[config.mk]
export PLATFORM = sky130hd
export DESIGN_NAME = interrupt_timer_source
export DESIGN_NICKNAME = d
export VERILOG_FILES = /design/src/rtl/interrupt_timer_source.sv
export SDC_FILE = /design/constraint.sdc
export NUM_CORES = 1
export LEC_CHECK = 0
export CAP_MARGIN = 20
export CORE_MARGIN = 4
export CORE_UTILIZATION = 45
export CTS_CLUSTER_DIAMETER = 120
export CTS_CLUSTER_SIZE = 30
export DETAILED_ROUTE_END_ITERATION = 16
export PLACE_DENSITY = 0.66
export SLEW_MARGIN = 5
export SYNTH_ARGS = -nofsm -noshare
export SYNTH_HDL_FRONTEND = slang
export SYNTH_SLANG_ARGS = --single-unit
[constraint.sdc]
create_clock -name clk -period 5.5 [get_ports clk]
set_input_delay 1.65 -clock clk [delete_from_list [all_inputs] [get_ports clk]]
set_output_delay 1.65 -clock clk [all_outputs]
set_load 0.05 [all_outputs]
[src/rtl/interrupt_timer_source.sv]
// rtl/interrupt_timer_source.sv - programmable down-counter and software interrupt source on the IO bus
module interrupt_timer_source #(
  parameter logic [31:0] BASE_ADDRESS      = 32'h0011_0000,
  parameter int          NUM_TIMERS        = 2,
  parameter int          NUM_SW_INTERRUPTS = 2,
  parameter int          NUM_INTERRUPTS    = 16,
  parameter int          PULSE_CYCLES      = 4
) (
  input  logic                      clk,
  input  logic                      reset,
  input  logic                      io_write_en,
  input  logic                      io_read_en,
  input  logic [31:0]               io_address,
  input  logic [31:0]               io_write_data,
  output logic [31:0]               io_read_data,
  output logic [NUM_INTERRUPTS-1:0] interrupt_req
);
  localparam int            PW         = $clog2(PULSE_CYCLES + 1);
  localparam logic [PW-1:0] PULSE_LOAD = PW'(PULSE_CYCLES);

  logic [31:0] offset;
  logic        in_window;
  logic        timer_space;
  logic        sw_space;
  logic [3:0]  timer_idx;
  logic [1:0]  reg_idx;

  assign offset      = io_address - BASE_ADDRESS;
  assign in_window   = (offset[1:0] == 2'b00) && (offset <= 32'h0000_010B);
  assign timer_space = in_window && (offset < 32'h0000_0100);
  assign sw_space    = in_window && (offset >= 32'h0000_0100);
  assign timer_idx   = offset[7:4];
  assign reg_idx     = offset[3:2];

  logic [31:0]                  load_q      [NUM_TIMERS];
  logic [31:0]                  load_d      [NUM_TIMERS];
  logic [31:0]                  count_q     [NUM_TIMERS];
  logic [31:0]                  count_d     [NUM_TIMERS];
  logic [PW-1:0]                pulse_cnt_q [NUM_TIMERS];
  logic [PW-1:0]                pulse_cnt_d [NUM_TIMERS];
  logic [NUM_TIMERS-1:0]        enable_q, enable_d;
  logic [NUM_TIMERS-1:0]        periodic_q, periodic_d;
  logic [NUM_TIMERS-1:0]        pulse_mode_q, pulse_mode_d;
  logic [NUM_TIMERS-1:0]        status_q, status_d;
  logic [NUM_TIMERS-1:0]        sel;
  logic [NUM_SW_INTERRUPTS-1:0] sw_q, sw_d;
  logic [NUM_INTERRUPTS-1:0]    irq_d;
  logic [31:0]                  rd_d;

  always_comb begin
    sel = '0;
    for (int t = 0; t < NUM_TIMERS; t++) begin
      sel[t] = timer_space && (timer_idx == 4'(t));
    end
  end

  always_comb begin
    load_d       = load_q;
    count_d      = count_q;
    pulse_cnt_d  = pulse_cnt_q;
    enable_d     = enable_q;
    periodic_d   = periodic_q;
    pulse_mode_d = pulse_mode_q;
    status_d     = status_q;
    sw_d         = sw_q;
    irq_d        = '0;
    rd_d         = io_read_en ? 32'd0 : io_read_data;

    for (int t = 0; t < NUM_TIMERS; t++) begin
      if (io_read_en && sel[t]) begin
        case (reg_idx)
          2'd0:    rd_d = load_q[t];
          2'd1:    rd_d = count_q[t];
          2'd2:    rd_d = {29'd0, pulse_mode_q[t], periodic_q[t], enable_q[t]};
          default: rd_d = {31'd0, status_q[t]};
        endcase
      end
      if (io_write_en && sel[t] && reg_idx == 2'd0) load_d[t] = io_write_data;

      // A CTRL write restarts the timer outright and overrides an expiry landing on the same edge.
      if (io_write_en && sel[t] && reg_idx == 2'd2) begin
        enable_d[t]     = io_write_data[0];
        periodic_d[t]   = io_write_data[1];
        pulse_mode_d[t] = io_write_data[2];
        status_d[t]     = 1'b0;
        pulse_cnt_d[t]  = '0;
        if (io_write_data[0]) count_d[t] = load_q[t];
      end else begin
        if (pulse_cnt_q[t] != '0) pulse_cnt_d[t] = pulse_cnt_q[t] - 1'b1;
        if (io_write_en && sel[t] && reg_idx == 2'd3) status_d[t] = 1'b0;
        if (enable_q[t] && count_q[t] == 32'd1) begin
          if (periodic_q[t]) begin
            count_d[t] = load_q[t];
          end else begin
            count_d[t]  = 32'd0;
            enable_d[t] = 1'b0;
          end
          if (pulse_mode_q[t]) pulse_cnt_d[t] = PULSE_LOAD;
          else                 status_d[t]    = 1'b1;
        end else if (enable_q[t] && count_q[t] > 32'd1) begin
          count_d[t] = count_q[t] - 32'd1;
        end
      end
      irq_d[t] = pulse_mode_d[t] ? (pulse_cnt_d[t] != '0) : status_d[t];
    end

    if (io_write_en && sw_space && reg_idx == 2'd0) sw_d = sw_q | io_write_data[NUM_SW_INTERRUPTS-1:0];
    if (io_write_en && sw_space && reg_idx == 2'd1) sw_d = sw_q & ~io_write_data[NUM_SW_INTERRUPTS-1:0];
    if (io_read_en && sw_space && reg_idx == 2'd2) rd_d[NUM_SW_INTERRUPTS-1:0] = sw_q;
    for (int i = 0; i < NUM_SW_INTERRUPTS; i++) begin
      irq_d[NUM_TIMERS+i] = sw_d[i];
    end
  end

  // Outputs are registered from next-state so lines move on the same edge as the state.
  always_ff @(posedge clk) begin
    if (reset) begin
      for (int t = 0; t < NUM_TIMERS; t++) begin
        load_q[t]      <= 32'd0;
        count_q[t]     <= 32'd0;
        pulse_cnt_q[t] <= '0;
      end
      enable_q      <= '0;
      periodic_q    <= '0;
      pulse_mode_q  <= '0;
      status_q      <= '0;
      sw_q          <= '0;
      interrupt_req <= '0;
      io_read_data  <= 32'd0;
    end else begin
      load_q        <= load_d;
      count_q       <= count_d;
      pulse_cnt_q   <= pulse_cnt_d;
      enable_q      <= enable_d;
      periodic_q    <= periodic_d;
      pulse_mode_q  <= pulse_mode_d;
      status_q      <= status_d;
      sw_q          <= sw_d;
      interrupt_req <= irq_d;
      io_read_data  <= rd_d;
    end
  end

  assert property (@(posedge clk) disable iff (reset) !(io_read_en && io_write_en));
endmodule

-- Word-level counts from Yosys, hierarchy flattened
Index checks and enable logic that the tools add are counted.
- register bits after elaboration: 192
- multiplexer cells: 44
- add/sub/neg operators: 5
- reductions and logical operators: 41
- bitwise gates (word level): 3
- magnitude comparators: 5
- equality and inequality tests: 10
- operators with widths (cell ; number):
    32-bit two-way mux ; 13
    32-bit case mux with 3 select lines ; 2
    32-bit by 1-bit equality test with 1-bit output (second input constant) ; 2
    32-bit by 1-bit greater-than comparator with 1-bit output (second input constant) ; 2
    32-bit by 1-bit subtractor with 32-bit output (second input constant) ; 2
    32-bit by 9-bit greater-or-equal comparator with 1-bit output (second input constant) ; 1
    32-bit by 9-bit <= comparator with 1-bit output (second input constant) ; 1
    32-bit by 9-bit < comparator with 1-bit output (second input constant) ; 1
    32-bit by 21-bit subtractor with 32-bit output (second input constant) ; 1
    1-bit logical AND ; 24
    3-bit two-way mux ; 8
    3-bit nonzero test ; 7
    1-bit two-way mux ; 18
    2-bit AND reduction ; 4
    2-bit two-way mux ; 3
    3-bit by 1-bit subtractor with 3-bit output (second input constant) ; 2
    2-bit equality test (second input constant) ; 2
    4-bit by 1-bit equality test with 1-bit output (second input constant) ; 1
    2-bit logical NOT ; 2
    4-bit logical NOT ; 1
    2-bit by 1-bit != test with 1-bit output (second input constant) ; 2
    2-bit != test (second input constant) ; 2
    2-bit nonzero test ; 2
    4-bit nonzero test ; 1
    other kinds (4) ; 4

-- Logic depth before layout (Yosys ltp)
- depth in word-level cells: 12
- mapped depth: 10
- depth with buffers taken out: 9

-- Least setup slack after synthesis
No wires, ideal clock.
- kind: input to register
- start: input io_address[18]
- end: register io_read_data[14]
- path slack: 1.732 ns
- arrival time: 3.703 ns
- stages: 10
- path through: o41ai_2 -> xor2_1 -> or4b_1 -> buf_2 -> or2_1 -> buf_2 -> buf_2 -> o22ai_1 -> mux2i_1 -> nor2_1
- word-level cells in the longest chain between the ends: 8
- elaborated cells between the ends (all ways): 12
- RTL lines (item ; RTL line ; source):
    from (decl) ; 13 ; input logic [31:0] io_address,
    32-bit by 21-bit subtractor with 32-bit output * ; 28 ; assign offset = io_address - BASE_ADDRESS;
    32-bit by 9-bit <= comparator with 1-bit output ; 29 ; assign in_window = (offset[1:0] == 2'b00) && (offset <= 32'h0000_010B);
    1-bit logical AND ; 29 ;
    1-bit logical AND * ; 30 ; assign timer_space = in_window && (offset < 32'h0000_0100);
    1-bit logical AND ; 53 ; sel[t] = timer_space && (timer_idx == 4'(t));
    1-bit logical AND ; 70 ; if (io_read_en && sel[t]) begin
    32-bit two-way mux (2 in a row) ; 70 ;
    to (signal assigned) ; 140 ; io_read_data <= rd_d;
    to (decl) ; 15 ; output logic [31:0] io_read_data,
Mark *: on every way between the ends. The rest lies on a longest branch, timed or not.
A chain may end at the register's enable or synchronous reset.

-- Worst setup path in the final report
- start: input io_address[21]
- end: register count_q[59] in the netlist's numbering
- word-level cells in the longest chain between the ends: 9
- elaborated cells between the ends (all ways): 12
- RTL lines (item ; RTL line ; source):
    32-bit by 21-bit subtractor with 32-bit output * ; 28 ;
    32-bit by 9-bit <= comparator with 1-bit output ; 29 ;
    1-bit logical AND ; 29 ;
    1-bit logical AND * ; 30 ;
    1-bit logical AND * ; 53 ;
    1-bit logical AND * (2 in a row) ; 81 ; if (io_write_en && sel[t] && reg_idx == 2'd2) begin
    2-bit != test (no source line) or 3-bit nonzero test (tied branches) ; n/a ;
    2-bit AND reduction (no source line) ; n/a ;
    to (signal assigned) ; 132 ; count_q <= count_d;
    to (decl) ; 37 ; logic [31:0] count_q [NUM_TIMERS];
Marked as above.

==> impl_metrics.toml <==
[worst_setup_path]
crit_type = "in2reg"
crit_path_end_kind = "register"
r2r_slack_ps = 2300
cp-start-kind = "input port"
cp_max_fo = 31
cp_data_required_time_ps = 5780
arrival_ps = 4730

[sta]
fin_crit_ps = 4450
clock_skew_ps = 11.0
fmax_ghz = 0.224
finalSetupTns_ps = 0
whs_ps = 466
final_hold_viol_count = 0
worstMarginPinSlew_ps = 1080
relSlewSlack_pct = 28.3
rsz0062_at_grt = "false"
period_share_pct = 81.0
report.final.slew_viol_count = 0
setup_violations = 0

[clock_tree]
clkLatencyLatePin_ps = 440
cts.path.max_buffers = 2
path_clk_slew_ps = 70
clock-sinks = 178
post-cts-setup-buffers = 0
h-tree-depth = 4
cts-root-buf = "clkbuf_16"
cts_inserted_buffers = 17
cts_hold_buf = 0
cts_tree = "done"
post_cts_resized = 0

[power]
p_sw_uw = 744
p_clk_share_pct = 43.9
power.density_mw_per_mm2 = 247
peakVddDrop_mv = 0.212
fin_total_pwr_mw = 2.86
leakagePower_nw = 4.35
pwr-share-seq_pct = 46.3
comb_power_share_pct = 9.8
p_sw_share_pct = 26.0
p_int_mw = 2.12

[finish]
antenna_cells = 0
multi_input_area_mm2 = 0.00580
fin_util_pct = 54.3
regArea_mm2 = 0.00356
syn_to_final_growth_pct = 17.7
finalInstanceArea_mm2 = 0.0116
nets = 1358
n_fill_cell = 2006
layout-drive-gt1-share_pct = 8.11

[synthesis]
ys_ff_latch = 178
synth_edf_count = 0
synth_area_mm2 = 0.00983
yosys-top-cells-count = "dfxtp_1, nand2_1, nor2_1"
ys_top_cells_by_area = "dfxtp_1, mux2i_1, nand2_1, a21oi_1, nor2_1"
synth_flop_cell = "dfxtp_1"
yosys_warnings = 0
syn_area_per_cell_um2 = 8.03
synth.most_common_cell = "dfxtp_1"
yosysUniqueCellTypes = 79
synthArstFlopShare_pct = 0
synth_top_area_cell = "dfxtp_1"
synth_top_area_share_pct = 36.2
synth_seq_area_share_pct = 36.2
synthCells = 1225

[place]
dpl.hpwl_um = 21300
placed_area_mm2 = 0.0110
gp_congestion = 0.882
io_buffers = 103

[route]
vias = 9285
drc = 0
routed_via_density = 5.91
wire_per_inst_um = 19.4
dr.pass1.iters = 6
postRouteAntennaNets = 0
drtIter0Drc = 819
drt-total-wl_um = 30400

[grt]
grt.overflow.total = 0
grt_pass1_vias = 8687
met2_usage_pct = 39.3
antenna_found_initial = 0
grt_pass1_wl_um = 48300
globalRouteMet1Util_pct = 34.7
grt_use_met3_pct = 4.02
grt_usage_pct = 24.8
grt_max_degree = 130
busiest_layer = "met2"

[floorplan]
dieArea_mm2 = 0.0243
initial_core_util_pct = 46.2
die_w_um = 156
io_pins = 116
dieHeight_um = 156
fp-row-count = 53
core_area_mm2 = 0.0213

[hold_path]
min_path_type = "reg2reg"

[run_status]
outcome = "finished, final reports clean"

[flow_run]
drv_cap = 0
[path summary, 6_finish.rpt]
kind                                     start     endpoint  cells after the start
worst min-delay path                load_q[27]   load_q[27]                      2
worst max-delay path            io_address[21]  count_q[59]                      9
worst min register to register      load_q[27]   load_q[27]                      2
worst max register to register     count_q[23]  count_q[15]                      8
[registers in the layout, indices dropped and copies added, names as in the netlist]
register       cells
pulse_cnt_q        6
interrupt_req      4
status_q           2
pulse_mode_q       2
count_q           64
periodic_q         2
load_q            64
io_read_data      32
enable_q           2
[per-layer routing]
layer	part of all wire [%]	routed length, µm	vias to the layer above
met2	46	14100	358
li1	-	-	4460
met3	6.3	1930	45
met5	0	0	-
met1	45	13700	4422
met4	2.3	706	0
[through the flow]
step	std cells	setup slack, ps
floorplan	1236	1730
global placement	1538	673
detailed placement	1538	621
CTS	1570	1080
global route	1570	861
finish	1570	1050
[critical path, cell delays in order]
cell and delay (ps):
clkdlybuf4s50_1 410, nor4_2 410, nand4_1 380, nor4b_4 610
mux2_2 690, buf_4 300, o21ai_1 80, a21oi_1 120
nor3_1 60
[logic make-up (layout without fill, tap and decap cells)]
logic type / after synthesis / in the layout / synth area share (%)
xor gates and xnor gates: 29 / 29 / 2.58
AOI/OAI and AO/OA: 298 / 298 / 19.2
muxes: 102 / 102 / 10.7
adders and majority gates: 8 / 8 / 1.02
other: 1 / 12 / 0.0381
DFF: 178 / 178 / 36.2
buffers and inverters: 112 / 171 / 5.35
and+or+nand+nor: 497 / 497 / 24.9
[cell usage in the layout, fill, tap and decap left out, types with 6 or more instances in the layout]
cell type / n
nor3_1: 50
nor4_2: 6
mux2i_1: 98
conb_1: 12
nand3_1: 19
a21oi_1: 117
clkdlybuf4s50_1: 100
buf_4: 24
ha_1: 8
inv_1: 12
clkbuf_16: 17
a22o_1: 7
nand2b_1: 12
nand2_1: 170
nor4_1: 23
a211oi_1: 22
a22oi_1: 20
o21ai_1: 39
or4_1: 8
o22ai_1: 32
dfxtp_1: 178
a211oi_2: 9
o21ai_0: 9
a21o_1: 7
xnor2_1: 16
xor2_1: 13
nor2_1: 145
and2_1: 10
[final cells by class]
class	instances	share of cell area [%]
Clock buffer	17	3.68
Timing Repair Buffer	127	10.5
Tap cell	275	2.97
Sequential cell	178	30.8
Multi-Input combinational cell	946	50.2
Clock inverter	15	1.48
Inverter	12	0.389
[power groups by stage]
| stage | sequential, mW | clock, mW | combinational [mW] |
|---|---|---|---|
| after floorplan | 1.35 | 0 | 0.186 |
| after global placement | 1.35 | 0 | 0.275 |
| after detailed placement | 1.35 | 0 | 0.279 |
| after CTS | 1.32 | 1.27 | 0.280 |
| after global routing | 1.33 | 1.32 | 0.309 |
| final | 1.32 | 1.26 | 0.280 |
(Power assumes the default switching activity.)
